**src/rtl/pueo_command_scheduler.sv**
```systemverilog
// pueo_command_scheduler
//
// Builds one 32-bit command word per command slot. A slot is SLOT_LEN sysclk
// cycles long. Each word can carry three things at once: one trigger timestamp
// taken from a small FIFO, one pending run command, and one mode1 byte taken
// from an AXI-Stream input.
//
// Ports
//   sysclk_i         : sole clock
//   rst_i            : asynchronous, active-high reset
//   trig_time_i      : 14-bit trigger timestamp
//   trig_valid_i     : push strobe, one FIFO entry per cycle while high
//   trig_overflow_o  : sticky flag, set when a trigger was dropped on a full FIFO
//   runcmd_i         : run command code (01 DO_SYNC, 10 RESET, 11 STOP)
//   runcmd_valid_i   : run command request
//   runcmd_ready_o   : high while no run command is waiting for a slot
//   s_tdata/s_tuser  : mode1 byte and its type
//   s_tvalid/s_tready: AXI-Stream handshake; ready only on the build cycle
//   command_o        : composed command word, held between build edges
//   command_valid_o  : one-cycle strobe for each new word
module pueo_command_scheduler #(
    parameter int TRIG_DEPTH = 4,
    parameter int SLOT_LEN   = 8
) (
    input  logic        sysclk_i,
    input  logic        rst_i,
    input  logic [13:0] trig_time_i,
    input  logic        trig_valid_i,
    output logic        trig_overflow_o,
    input  logic [1:0]  runcmd_i,
    input  logic        runcmd_valid_i,
    output logic        runcmd_ready_o,
    input  logic [7:0]  s_tdata,
    input  logic [1:0]  s_tuser,
    input  logic        s_tvalid,
    output logic        s_tready,
    output logic [31:0] command_o,
    output logic        command_valid_o
);

    localparam int AW = $clog2(TRIG_DEPTH);
    localparam int SW = (SLOT_LEN > 1) ? $clog2(SLOT_LEN) : 1;
    localparam logic [SW-1:0] SLOT_LAST = SW'(SLOT_LEN - 1);
    localparam logic [31:0]   IDLE_WORD = 32'h8000_0000;

    logic [SW-1:0] slot_cnt_q, slot_cnt_d;
    logic [AW:0]   wr_ptr_q, wr_ptr_d;
    logic [AW:0]   rd_ptr_q, rd_ptr_d;
    logic          overflow_q, overflow_d;
    logic          run_pending_q, run_pending_d;
    logic [1:0]    run_code_q, run_code_d;
    logic [31:0]   command_q, command_d;
    logic          command_valid_q, command_valid_d;

    logic [13:0]   fifo_mem [TRIG_DEPTH];
    logic [13:0]   fifo_head;
    logic          fifo_empty;
    logic          fifo_full;
    logic          build_edge;
    logic          trig_pop;
    logic          trig_push;
    logic          run_accept;
    logic          mode1_xfer;
    logic          msg_present;

    assign build_edge = (slot_cnt_q == SLOT_LAST);

    // Pointers carry one extra wrap bit so full and empty are distinguishable.
    assign fifo_empty = (wr_ptr_q == rd_ptr_q);
    assign fifo_full  = (wr_ptr_q[AW] != rd_ptr_q[AW]) &&
                        (wr_ptr_q[AW-1:0] == rd_ptr_q[AW-1:0]);
    assign fifo_head  = fifo_mem[rd_ptr_q[AW-1:0]];

    // A pop on the same edge frees a slot, so a push into a full FIFO is kept.
    // The head is read before the edge, so a same-edge push never bypasses.
    assign trig_pop  = build_edge && !fifo_empty;
    assign trig_push = trig_valid_i && (!fifo_full || trig_pop);

    // Ready is forced low during reset so nothing is handshaken while held.
    assign runcmd_ready_o = !run_pending_q && !rst_i;
    assign s_tready       = build_edge && !rst_i;
    assign run_accept     = runcmd_valid_i && runcmd_ready_o && (runcmd_i != 2'b00);
    assign mode1_xfer     = s_tvalid && s_tready;
    assign msg_present    = run_pending_q || mode1_xfer;

    always_comb begin
        slot_cnt_d      = build_edge ? '0 : slot_cnt_q + 1'b1;
        wr_ptr_d        = trig_push ? wr_ptr_q + 1'b1 : wr_ptr_q;
        rd_ptr_d        = trig_pop  ? rd_ptr_q + 1'b1 : rd_ptr_q;
        overflow_d      = overflow_q || (trig_valid_i && fifo_full && !trig_pop);
        run_pending_d   = run_pending_q;
        run_code_d      = run_code_q;
        command_d       = command_q;
        command_valid_d = build_edge;

        // The pending command leaves on this build edge; ready is low here,
        // so no new request can be accepted on the same edge.
        if (build_edge && run_pending_q) begin
            run_pending_d = 1'b0;
        end else if (run_accept) begin
            run_pending_d = 1'b1;
            run_code_d    = runcmd_i;
        end

        if (build_edge) begin
            command_d = {
                !msg_present,
                3'b000,
                run_pending_q ? run_code_q : 2'b00,
                mode1_xfer    ? s_tuser    : 2'b00,
                mode1_xfer    ? s_tdata    : 8'h00,
                trig_pop,
                1'b0,
                trig_pop      ? fifo_head  : 14'd0
            };
        end
    end

    always_ff @(posedge sysclk_i or posedge rst_i) begin
        if (rst_i) begin
            slot_cnt_q      <= '0;
            wr_ptr_q        <= '0;
            rd_ptr_q        <= '0;
            overflow_q      <= 1'b0;
            run_pending_q   <= 1'b0;
            run_code_q      <= 2'b00;
            command_q       <= IDLE_WORD;
            command_valid_q <= 1'b0;
        end else begin
            slot_cnt_q      <= slot_cnt_d;
            wr_ptr_q        <= wr_ptr_d;
            rd_ptr_q        <= rd_ptr_d;
            overflow_q      <= overflow_d;
            run_pending_q   <= run_pending_d;
            run_code_q      <= run_code_d;
            command_q       <= command_d;
            command_valid_q <= command_valid_d;
        end
    end

    // Storage needs no reset: the pointers alone define which entries are live.
    always_ff @(posedge sysclk_i) begin
        if (trig_push) begin
            fifo_mem[wr_ptr_q[AW-1:0]] <= trig_time_i;
        end
    end

    assign trig_overflow_o = overflow_q;
    assign command_o       = command_q;
    assign command_valid_o = command_valid_q;

endmodule

```
**config.mk**
```make
export PLATFORM = sky130hd
export DESIGN_NAME = pueo_command_scheduler
export DESIGN_NICKNAME = d
export VERILOG_FILES = /design/src/rtl/pueo_command_scheduler.sv
export SDC_FILE = /design/constraint.sdc
export NUM_CORES = 1
export LEC_CHECK = 0
export BUFFER_PORTS_ARGS = -buffer_cell sky130_fd_sc_hd__buf_2
export CORE_UTILIZATION = 55
export DETAILED_ROUTE_END_ITERATION = 10
export PLACE_DENSITY = 0.79
export SYNTH_ARGS = -nofsm -noshare
export SYNTH_HDL_FRONTEND = slang
export SYNTH_SLANG_ARGS = --single-unit
```
**constraint.sdc**
```tcl
create_clock -name sysclk_i -period 2.6 [get_ports sysclk_i]
set_input_delay 0.65 -clock sysclk_i [delete_from_list [all_inputs] [get_ports sysclk_i]]
set_output_delay 0.65 -clock sysclk_i [all_outputs]
set_load 0.05 [all_outputs]
```
==> results of run 1 <==
==> logic make-up after synthesis <==
family	Yosys count
buf+inv	22
other cells	1
xor+xnor	8
compound gates	36
simple gates	19
fa+ha+maj	7
flops	98
mux	18
==> per-layer routing <==
metal | track usage, % | up-vias | wire (um)
met5 | 0 | - | 0
met4 | 7.86 | 0 | 68
met3 | 4.47 | 6 | 358
met2 | 30.1 | 73 | 2980
met1 | 24.1 | 1015 | 2740
li1 | - | 945 | -
==> through the flow <==
step / hold WS, ns / utilization [%] / power (mW) / setup WS (ns) / area, sq um
after floorplan: 0.403 / - / 3.60 / 0.472 / 3820
after global placement: 0.417 / 64.2 / 3.94 / 0.468 / 4190
after detailed placement: 0.420 / 64.2 / 3.98 / 0.416 / 4190
after CTS: 0.337 / 67.1 / 4.93 / 0.263 / 4380
after global routing: 0.359 / 67.1 / 5.10 / 0.156 / 4380
final: 0.344 / 67.1 / 4.87 / 0.289 / 4380
==> layout by cell type (no fill, tap or decap), drive strengths merged <==
master / Yosys / routed
and3: 4 / 4
ha: 7 / 7
mux4: 14 / 14
xnor2: 4 / 4
and2: 1 / 1
buf: 10 / 69
a22o: 26 / 26
dfstp: 1 / 1
or4: 1 / 1
a21boi: 1 / 1
o211ai: 1 / 1
xor2: 4 / 4
nor2: 3 / 3
o41ai: 1 / 1
a21o: 1 / 1
dfrtp: 41 / 41
conb: 1 / 4
bufinv: 0 / 1
edfxtp: 56 / 56
a311oi: 1 / 1
clkbuf: 3 / 10
nor3b: 1 / 1
a311o: 1 / 1
mux2i: 2 / 2
nand2: 2 / 2
a31oi: 1 / 1
mux2: 2 / 2
nand2b: 1 / 1
clkinvlp: 0 / 1
nand3: 2 / 2
nor4: 1 / 1
o21bai: 1 / 1
inv: 9 / 9
o21ai: 2 / 2
nor2b: 3 / 3
clkinv: 0 / 4
==> report_power, final <==
part           switching (mW)  total, mW  internal, mW
sequential              0.181       2.25          2.06
clock                   0.498      0.944         0.446
combinational            1.06       1.68         0.619
==> how the worst max path moves through the flow <==
stage	from	to	slack [ns]	cells past startpoint
4_1_cts	slot_cnt_q[0]	s_tready	0.26	5
5_1_grt	slot_cnt_q[0]	s_tready	0.16	5
2_1_floorplan	slot_cnt_q[0]	command_o[17]	0.47	6
3_3_place_gp	slot_cnt_q[0]	fifo_mem[0][4]	0.47	4
3_5_place_dp	slot_cnt_q[0]	fifo_mem[0][4]	0.42	4
6_report	slot_cnt_q[0]	s_tready	0.29	5
==> cell type report <==
type / instances / area (sq um)
Multi-Input combinational cell: 92 / 965
Clock inverter: 6 / 65.1
Timing Repair Buffer: 69 / 363
Clock buffer: 10 / 128
Tap cell: 77 / 96.3
Inverter: 9 / 33.8
Sequential cell: 98 / 2730
Fill cell: 461 / 2150
==> registers in the layout, summed over array words and instances, names as in the netlist <==
signal	cells
fifo_mem	56
command_valid_o	1
run_code_q	2
command_o	28
run_pending_q	1
wr_ptr_q	3
trig_overflow_o	1
rd_ptr_q	3
slot_cnt_q	3
==> worst reg2reg max path: cells and delay by family, from the launching register on <==
kind                     cells  cell delay (ns)
adder cells (fa/ha/maj)      2             0.40
flip-flops                   1             0.39
AND/OR/NAND/NOR              2             1.04
==> run metrics, run 1 <==
worst path required time ~2.0 ns; worst-path cell chain ha_1, ha_1, buf_4, nor2b_1, buf_2; post-CTS setup buffers 0; Layout area overhead 15.1%; Core Region 0.00653 sq mm; library cells used by synthesis 39; Mapped Cells 209; largest family of logic cells by synthesized area multiplexers; DIE HEIGHT 85.2 um; IO Port Bufs 62; post-route setup TNS 0 ns; Hold Crit Class in -> async; clk root buf clkbuf_8; Synth Area in Compound Gates 8.08%; clk_lat worst skew 0.35 ns; Routed Antenna Nets 0; via count 2039; fraction of layout cells with a size suffix above 1 36.3%; data arrival time of the critical path 1.66 ns; Placer Congestion 0.779; drt drc 0; critical path's most frequent cell ha_1; worst reg-to-reg setup slack 0.43 ns; YS warnings 0; post-placement cell count 345; CTS tree yes; simple-gate share of the synthesized area 2.92%; most instantiated cells after synthesis edfxtp_1 (56), dfrtp_1 (41), a22o_1 (26); vias in the first global route 1988; Rows 29; Max Cap Viol 0; area leader, netlist edfxtp_1; CTS H-tree depth 3; Final min period about 2.3 ns; Async SR Flop Fraction a little over two fifths; total track usage a little under a fifth; vias per cell 5.65; final setup vio count 0; die area 0.00726 sq mm; Tcrit/Tclk final approximately nine tenths; synthesized area 0.00381 sq mm; Reg-to-Reg End fifo_mem[3][11]; RSZ-0062 raised after global routing false; Cell Pwr Density 1110 mW/mm^2; Clock Tree Buf Depth 2; Finished Layout Cells ~360; Final Hold Vio Count 0; router iterations before antenna repair 4; worst r2r path cells 4; area share of the leading cell type in the synthesized netlist 44.2%; # resized after CTS 0; multiplexer area fraction after synthesis under 10%; initial antenna violation count 0; XOR/XNOR Fraction of Synth Area 2.04%; Ports 67; Crit path buffers/inverters 2; WL final 6140 um; remaining global-route overflow 0; Starting Density 58.3%; flops & latches, synth ~100; post-synthesis adder-cell area fraction 2.30%; f_max around 0.43 GHz; clock skew 0.00753 ns; crit-path leading delay family adder cells; fin. max-slew vios 0; Post-DP HPWL slightly above 4000 um; post-synthesis sequential area ratio 71.8%; clock slew at reported path FFs ~0.090 ns; crit path max-delay cell type dfrtp_1; Clock Sinks 98; crit start category flip-flop; Area contributors post-synth edfxtp_1 (44%), dfrtp_1 (27%), mux4_2 (7.1%), a22o_1 (6.0%), ha_1 (2.3%); critical path endpoint category primary output; routed wire length per instance 17.0 um; syn_area_per_cell 18.2 sq um; Diodes inserted 0; most instantiated library cell after synthesis edfxtp_1; first-pass GRT wire length 9880 um; hold buffers post-CTS 0; Main synth FF type edfxtp_1; largest net degree at the start of global routing 28; critical path class reg -> out; status finished, final reports clean; VDD IR max 0.000545 V; initial drt markers 119; Crit path largest cell delay about 0.4 ns; r2r startpoint slot_cnt_q[0]; Tightest Pin Transition 0.732 ns; die width between 80 and 90 um; NumNets Final 317; Post-synth EDFFs 56; largest fanout on the critical path 12; Pleak 1.83 nW; CTS Buf Count 9; max_slew headroom 51.2%
No activity file was read; power rests on OpenSTA's default activity.
==> run 2, diff against run 1 <==
--- a/config.mk
+++ b/config.mk
@@ -9,6 +9,7 @@
 export CORE_UTILIZATION = 55
 export DETAILED_ROUTE_END_ITERATION = 10
 export PLACE_DENSITY = 0.79
+export REMOVE_ABC_BUFFERS = 1
 export SYNTH_ARGS = -nofsm -noshare
 export SYNTH_HDL_FRONTEND = slang
 export SYNTH_SLANG_ARGS = --single-unit
==> run 2 against run 1 <==
Global-route usage grew 2.1 points. Sequential share of layout area shrank 0.28 points. First-iteration DRC count shrank 24%. Utilization grew 0.31 points. Largest power group unchanged.
==> run metrics, run 2 (synthesis results as in run 1) <==
status finished, final reports clean; VDD IR max 0.000738 V (+35%); crit start category flip-flop; Layout area overhead 15.7%; Sequential Power Share 45.3% (-0.8 points); vias per cell 5.68 (+0.60%); f_max 0.431 GHz (-0.42%); worst path required time 1.95 ns (about the same); Post-DP HPWL 4280 um (+5.3%); hold buffers post-CTS 0 (unchanged); CTS tree yes; max_slew headroom 49.1% (-2.1 points); Max Cap Viol 0 (unchanged); Int Pwr 3.19 mW (+2.0%); remaining global-route overflow 0 (unchanged); Fillers 447 (-3.0%); clk_lat worst skew 0.37 ns (+0.02 ns); first-pass GRT wire length 10700 um (+8.7%); initial drt markers 90 (-24%); Finished Layout Cells 362 (+0.28%); Pleak 1.85 nW (+0.80%); routed wire length per instance 18.3 um (+7.6%); Routed Antenna Nets 0 (unchanged); Switching Share 35.7% (-0.10 points); IO Port Bufs 62 (unchanged); post-placement cell count 346 (+0.29%); initial antenna violation count 0 (unchanged); Clock Sinks 98 (unchanged); fin. max-slew vios 0 (unchanged); clock slew at reported path FFs 0.09 ns (about the same); post-route setup TNS 0 ns (unchanged); Tightest Pin Transition 0.764 ns (+0.0315 ns); WL final 6620 um (+7.9%); Gate power share 34.6% (about the same); die width 85.2 um (unchanged); Final Hold Vio Count 0 (unchanged); NumNets Final 318 (+0.32%); router iterations before antenna repair 4 (unchanged); Starting Density 58.3% (unchanged); Cell Pwr Density 1130 mW/mm^2 (+1.3%); worst-path cell chain ha_1, ha_1, buf_4, nor2b_1, buf_2; Tcrit/Tclk final 89.2% (+0.37 points); largest net degree at the start of global routing 28 (unchanged); clock skew 0.0127 ns (+0.00520 ns); Placer Congestion 0.729 (-6.5%); critical path's most frequent cell ha_1; Diodes inserted 0 (unchanged); Hold WS 0.318 ns (-0.0257 ns); CTS H-tree depth 3 (unchanged); clk root buf clkbuf_8; final setup vio count 0 (unchanged); data arrival time of the critical path 1.67 ns (about the same); Crit path largest cell delay 0.39 ns (about the same); CTS Buf Count 9 (unchanged); drt drc 0 (unchanged); Ports 67 (unchanged); Core Region 0.00653 sq mm (unchanged); via count 2057 (+0.88%); crit path max-delay cell type dfrtp_1; Rows 29 (unchanged); vias in the first global route 2054 (+3.3%); fraction of layout cells with a size suffix above 1 36.1% (-0.13 points); post-CTS setup buffers 0 (unchanged); die area 0.00726 sq mm (unchanged); DIE HEIGHT 85.2 um (unchanged); most frequent cells in the layout buf_2 (62), edfxtp_1 (56), dfrtp_1 (41); critical path endpoint category primary output; largest fanout on the critical path 12 (unchanged); Clk pwr share 20.1% (+0.7 points); Hold Crit Class in -> async; critical path class reg -> out; Clock Tree Buf Depth 2 (unchanged); max reg flops 56 (unchanged); commonest non-fill, non-tap cell in the layout buf_2; total track usage 20.6% (+2.1 points); Final min period 2.32 ns (+0.00968 ns); # resized after CTS 0 (unchanged); RSZ-0062 raised after global routing false; sw power 1.77 mW (+1.5%)
-- run 2: changes by cell type in the layout (fill, tap and decap cells not counted), sizes merged --
cell / delta
buf: +1
clkbuf: +2
clkinv: -1
clkinvlp: -1
-- run 2: per-stage QoR --
step	setup slack [ns]	power [mW]	util (%)	cell area (sq um)
after global placement	0.463	3.94	64.3	4200
after CTS	0.266	5.00	67.4	4400
after global routing	0.170	5.22	67.4	4400
final	0.280	4.96	67.4	4400
after detailed placement	0.432	4.00	64.3	4200
after floorplan	0.355	3.54	-	3730
-- run 2: path summary, 6_finish.rpt --
kind | startpoint | end | slack, ns | cells after the start
max | slot_cnt_q[0] | s_tready | 0.28 | 5
min reg2reg | slot_cnt_q[0] | slot_cnt_q[0] | 0.43 | 1
min in group sysclk_i | slot_cnt_q[0] | slot_cnt_q[0] | 0.43 | 1
min | rst_i | command_o[9] | 0.32 | 3
max reg2reg | slot_cnt_q[0] | fifo_mem[0][7] | 0.42 | 4
max in group asynchronous | rst_i | rd_ptr_q[1] | 1.97 | 3
-- run 2: layout make-up --
type                       count  area, sq um  share of cell area (%)
inverter                       9         33.8                   0.767
clock buffer                  12          156                    3.55
multi-input combinational     92          965                    21.9
clock inverter                 4         48.8                    1.11
tap                           77         96.3                    2.19
sequential                    98         2730                    62.1
timing repair buffer          70          370                    8.41
-- run 2: layer usage --
| layer | part of all wire [%] | track usage [%] | vias up | wire length (um) |
|---|---|---|---|---|
| li1 | - | - | 943 | - |
| met1 | 45 | 27.9 | 1038 | 3010 |
| met2 | 48 | 33.1 | 68 | 3190 |
| met3 | 5.0 | 4.67 | 8 | 330 |
| met4 | 1.4 | 7.86 | 0 | 93 |
| met5 | 0 | 0 | - | 0 |
-- run 2: worst max-delay path, delay by kind of cell (launching register included) --
family                   cells  cell delay [ns]
AND/OR/NAND/NOR              1             0.14
adder cells (fa/ha/maj)      2             0.39
flip-flops                   1             0.39
buffers and inverters        2             0.38
-- run 2: power by group through the flow --
stage	Clock (mW)	Sequential, mW	Combinational, mW
after detailed placement	0	2.28	1.72
after CTS	1.01	2.25	1.74
final	0.997	2.25	1.72
after global placement	0	2.25	1.69
after global routing	1.09	2.29	1.84
after floorplan	0	2.80	0.743
==> run 3, diff against run 2 <==
--- a/config.mk
+++ b/config.mk
@@ -9,6 +9,7 @@
 export CORE_UTILIZATION = 55
 export DETAILED_ROUTE_END_ITERATION = 10
 export PLACE_DENSITY = 0.79
+export RECOVER_POWER = 100
 export REMOVE_ABC_BUFFERS = 1
 export SYNTH_ARGS = -nofsm -noshare
 export SYNTH_HDL_FRONTEND = slang
==> run 3 against run 2 <==
Clock power is essentially flat. Routed wire length grew 0.18%. Worst setup slack lost 0.026 ns. Via count shrank 0.53%. Critical path type unchanged.
==> run metrics, run 3 (synthesis results as in run 1) <==
Tcrit/Tclk final 90.3% (+1.0 points); Cell Pwr Density 1130 mW/mm^2 (+0.51%); data arrival time of the critical path 1.70 ns (+0.03 ns); VDD IR max 0.000725 V (-1.7%); Int Pwr 3.13 mW (-1.9%); Clock Sinks 98 (unchanged); clock skew 0.0123 ns (-0.000456 ns); die area 0.00726 sq mm (unchanged); CTS Buf Count 9 (unchanged); clk_lat worst skew 0.36 ns (about the same); router iterations before antenna repair 4 (unchanged); Diodes inserted 0 (unchanged); Max Cap Viol 0 (unchanged); IO Port Bufs 62 (unchanged); area taken by flip-flops and latches 0.00273 sq mm (unchanged); Clock Tree Buf Depth 2 (unchanged); Rows 29 (unchanged); total track usage 20.6% (unchanged); Gate power share 33.7% (-0.9 points); Clk pwr share 20.4% (+0.3 points); most frequent cells in the layout edfxtp_1 (56), clkbuf_1 (52), dfrtp_1 (41); initial drt markers 99 (+10%); Layout area overhead 13.6%; f_max 0.426 GHz (-1.1%); critical path class reg -> out; via count 2046 (-0.53%); fin. max-slew vios 0 (unchanged); Multi-input gate area 960 sq um (-0.52%); Core Region 0.00653 sq mm (unchanged); Placer Congestion 0.729 (unchanged); crit start category flip-flop; final setup vio count 0 (unchanged); initial antenna violation count 0 (unchanged); WL final 6640 um (+0.18%); DIE HEIGHT 85.2 um (unchanged); Ports 67 (unchanged); Hold WS 0.431 ns (+0.113 ns); largest fanout on the critical path 12 (unchanged); Sequential Power Share 46.0% (+0.7 points); Routed Antenna Nets 0 (unchanged); status finished, final reports clean; drt drc 0 (unchanged); Final min period 2.35 ns (+0.0263 ns); max_slew headroom 6.05% (-43 points); vias per cell 5.65 (-0.53%); clock slew at reported path FFs 0.09 ns (about the same); post-CTS setup buffers 0 (unchanged); RSZ-0062 raised after global routing false; worst reg-to-reg setup slack 0.36 ns (-0.06 ns); vias in the first global route 2054 (unchanged); Tightest Pin Transition 1.41 ns (+0.646 ns); die width 85.2 um (unchanged); clk root buf clkbuf_8; # resized after CTS 0 (unchanged); Starting Density 58.3% (unchanged); critical path endpoint category primary output; max reg flops 56 (unchanged); sw power 1.76 mW (-0.36%); Post-DP HPWL 4280 um (unchanged); CTS H-tree depth 3 (unchanged); Switching Share 36.0% (+0.35 points); CTS tree yes; largest net degree at the start of global routing 28 (unchanged); NumNets Final 318 (unchanged); Hold Crit Class reg -> reg; Final Hold Vio Count 0 (unchanged); Pleak 1.68 nW (-8.8%); post-route setup TNS 0 ns (unchanged); commonest non-fill, non-tap cell in the layout edfxtp_1; worst path required time 1.95 ns (about the same); hold buffers post-CTS 0 (unchanged); routed wire length per instance 18.3 um (+0.18%); remaining global-route overflow 0 (unchanged); Fillers 480 (+7.4%); first-pass GRT wire length 10700 um (unchanged); fraction of layout cells with a size suffix above 1 17.9% (-18 points)
[run 3: critical path, stage by stage (launching register included)]
cell and delay [ns]:
dfrtp_1 0.39, ha_1 0.20, ha_1 0.19, buf_4 0.18, nor2b_1 0.15, clkbuf_2 0.23
[run 3: path summary, 6_finish.rpt]
path,startpoint,end,depth (start not counted)
worst max-delay path,slot_cnt_q[0],s_tready,5
worst max register to register,slot_cnt_q[0],fifo_mem[1][6],4
max in group asynchronous,rst_i,rd_ptr_q[0],3
min in group asynchronous,rst_i,command_o[9],3
worst min-delay path,slot_cnt_q[0],slot_cnt_q[0],1
worst min register to register,slot_cnt_q[0],slot_cnt_q[0],1
[run 3: layer usage]
metal | global-route usage (%) | up-vias | part of all wire, %
li1 | - | 943 | -
met1 | 27.9 | 1020 | 45
met2 | 33.1 | 75 | 48
met3 | 4.67 | 8 | 6.1
met4 | 7.86 | 0 | 1.4
met5 | 0 | - | 0
[run 3: power by group through the flow]
stage,registers (mW),clock network (mW),logic (mW)
6_report,2.25,0.996,1.65
5_1_grt,2.29,1.09,1.78
4_1_cts,2.25,1.01,1.74
3_5_place_dp,2.28,0,1.72
3_3_place_gp,2.25,0,1.69
2_1_floorplan,2.80,0,0.743
[run 3: area by class of cell]
class                           instances  share of cell area [%]
Tap cell                               77                    2.23
Inverter                                9                   0.781
Timing Repair Buffer                   70                    6.83
Clock buffer                           12                    3.62
Sequential cell                        98                    63.2
Multi-Input combinational cell         92                    22.2
Clock inverter                          4                    1.13
[run 3: stage by stage]
step                utilization, %  power (mW)  area (sq um)  instances  setup WS (ns)
detailed placement            64.3        4.00          4200        346          0.432
floorplan                        -        3.54          3730        199          0.355
finish                        66.2        4.89          4320        362          0.253
global route                  66.2        5.16          4320        362          0.153
CTS                           67.4        5.00          4400        362          0.266
global placement              64.3        3.94          4200        346          0.463
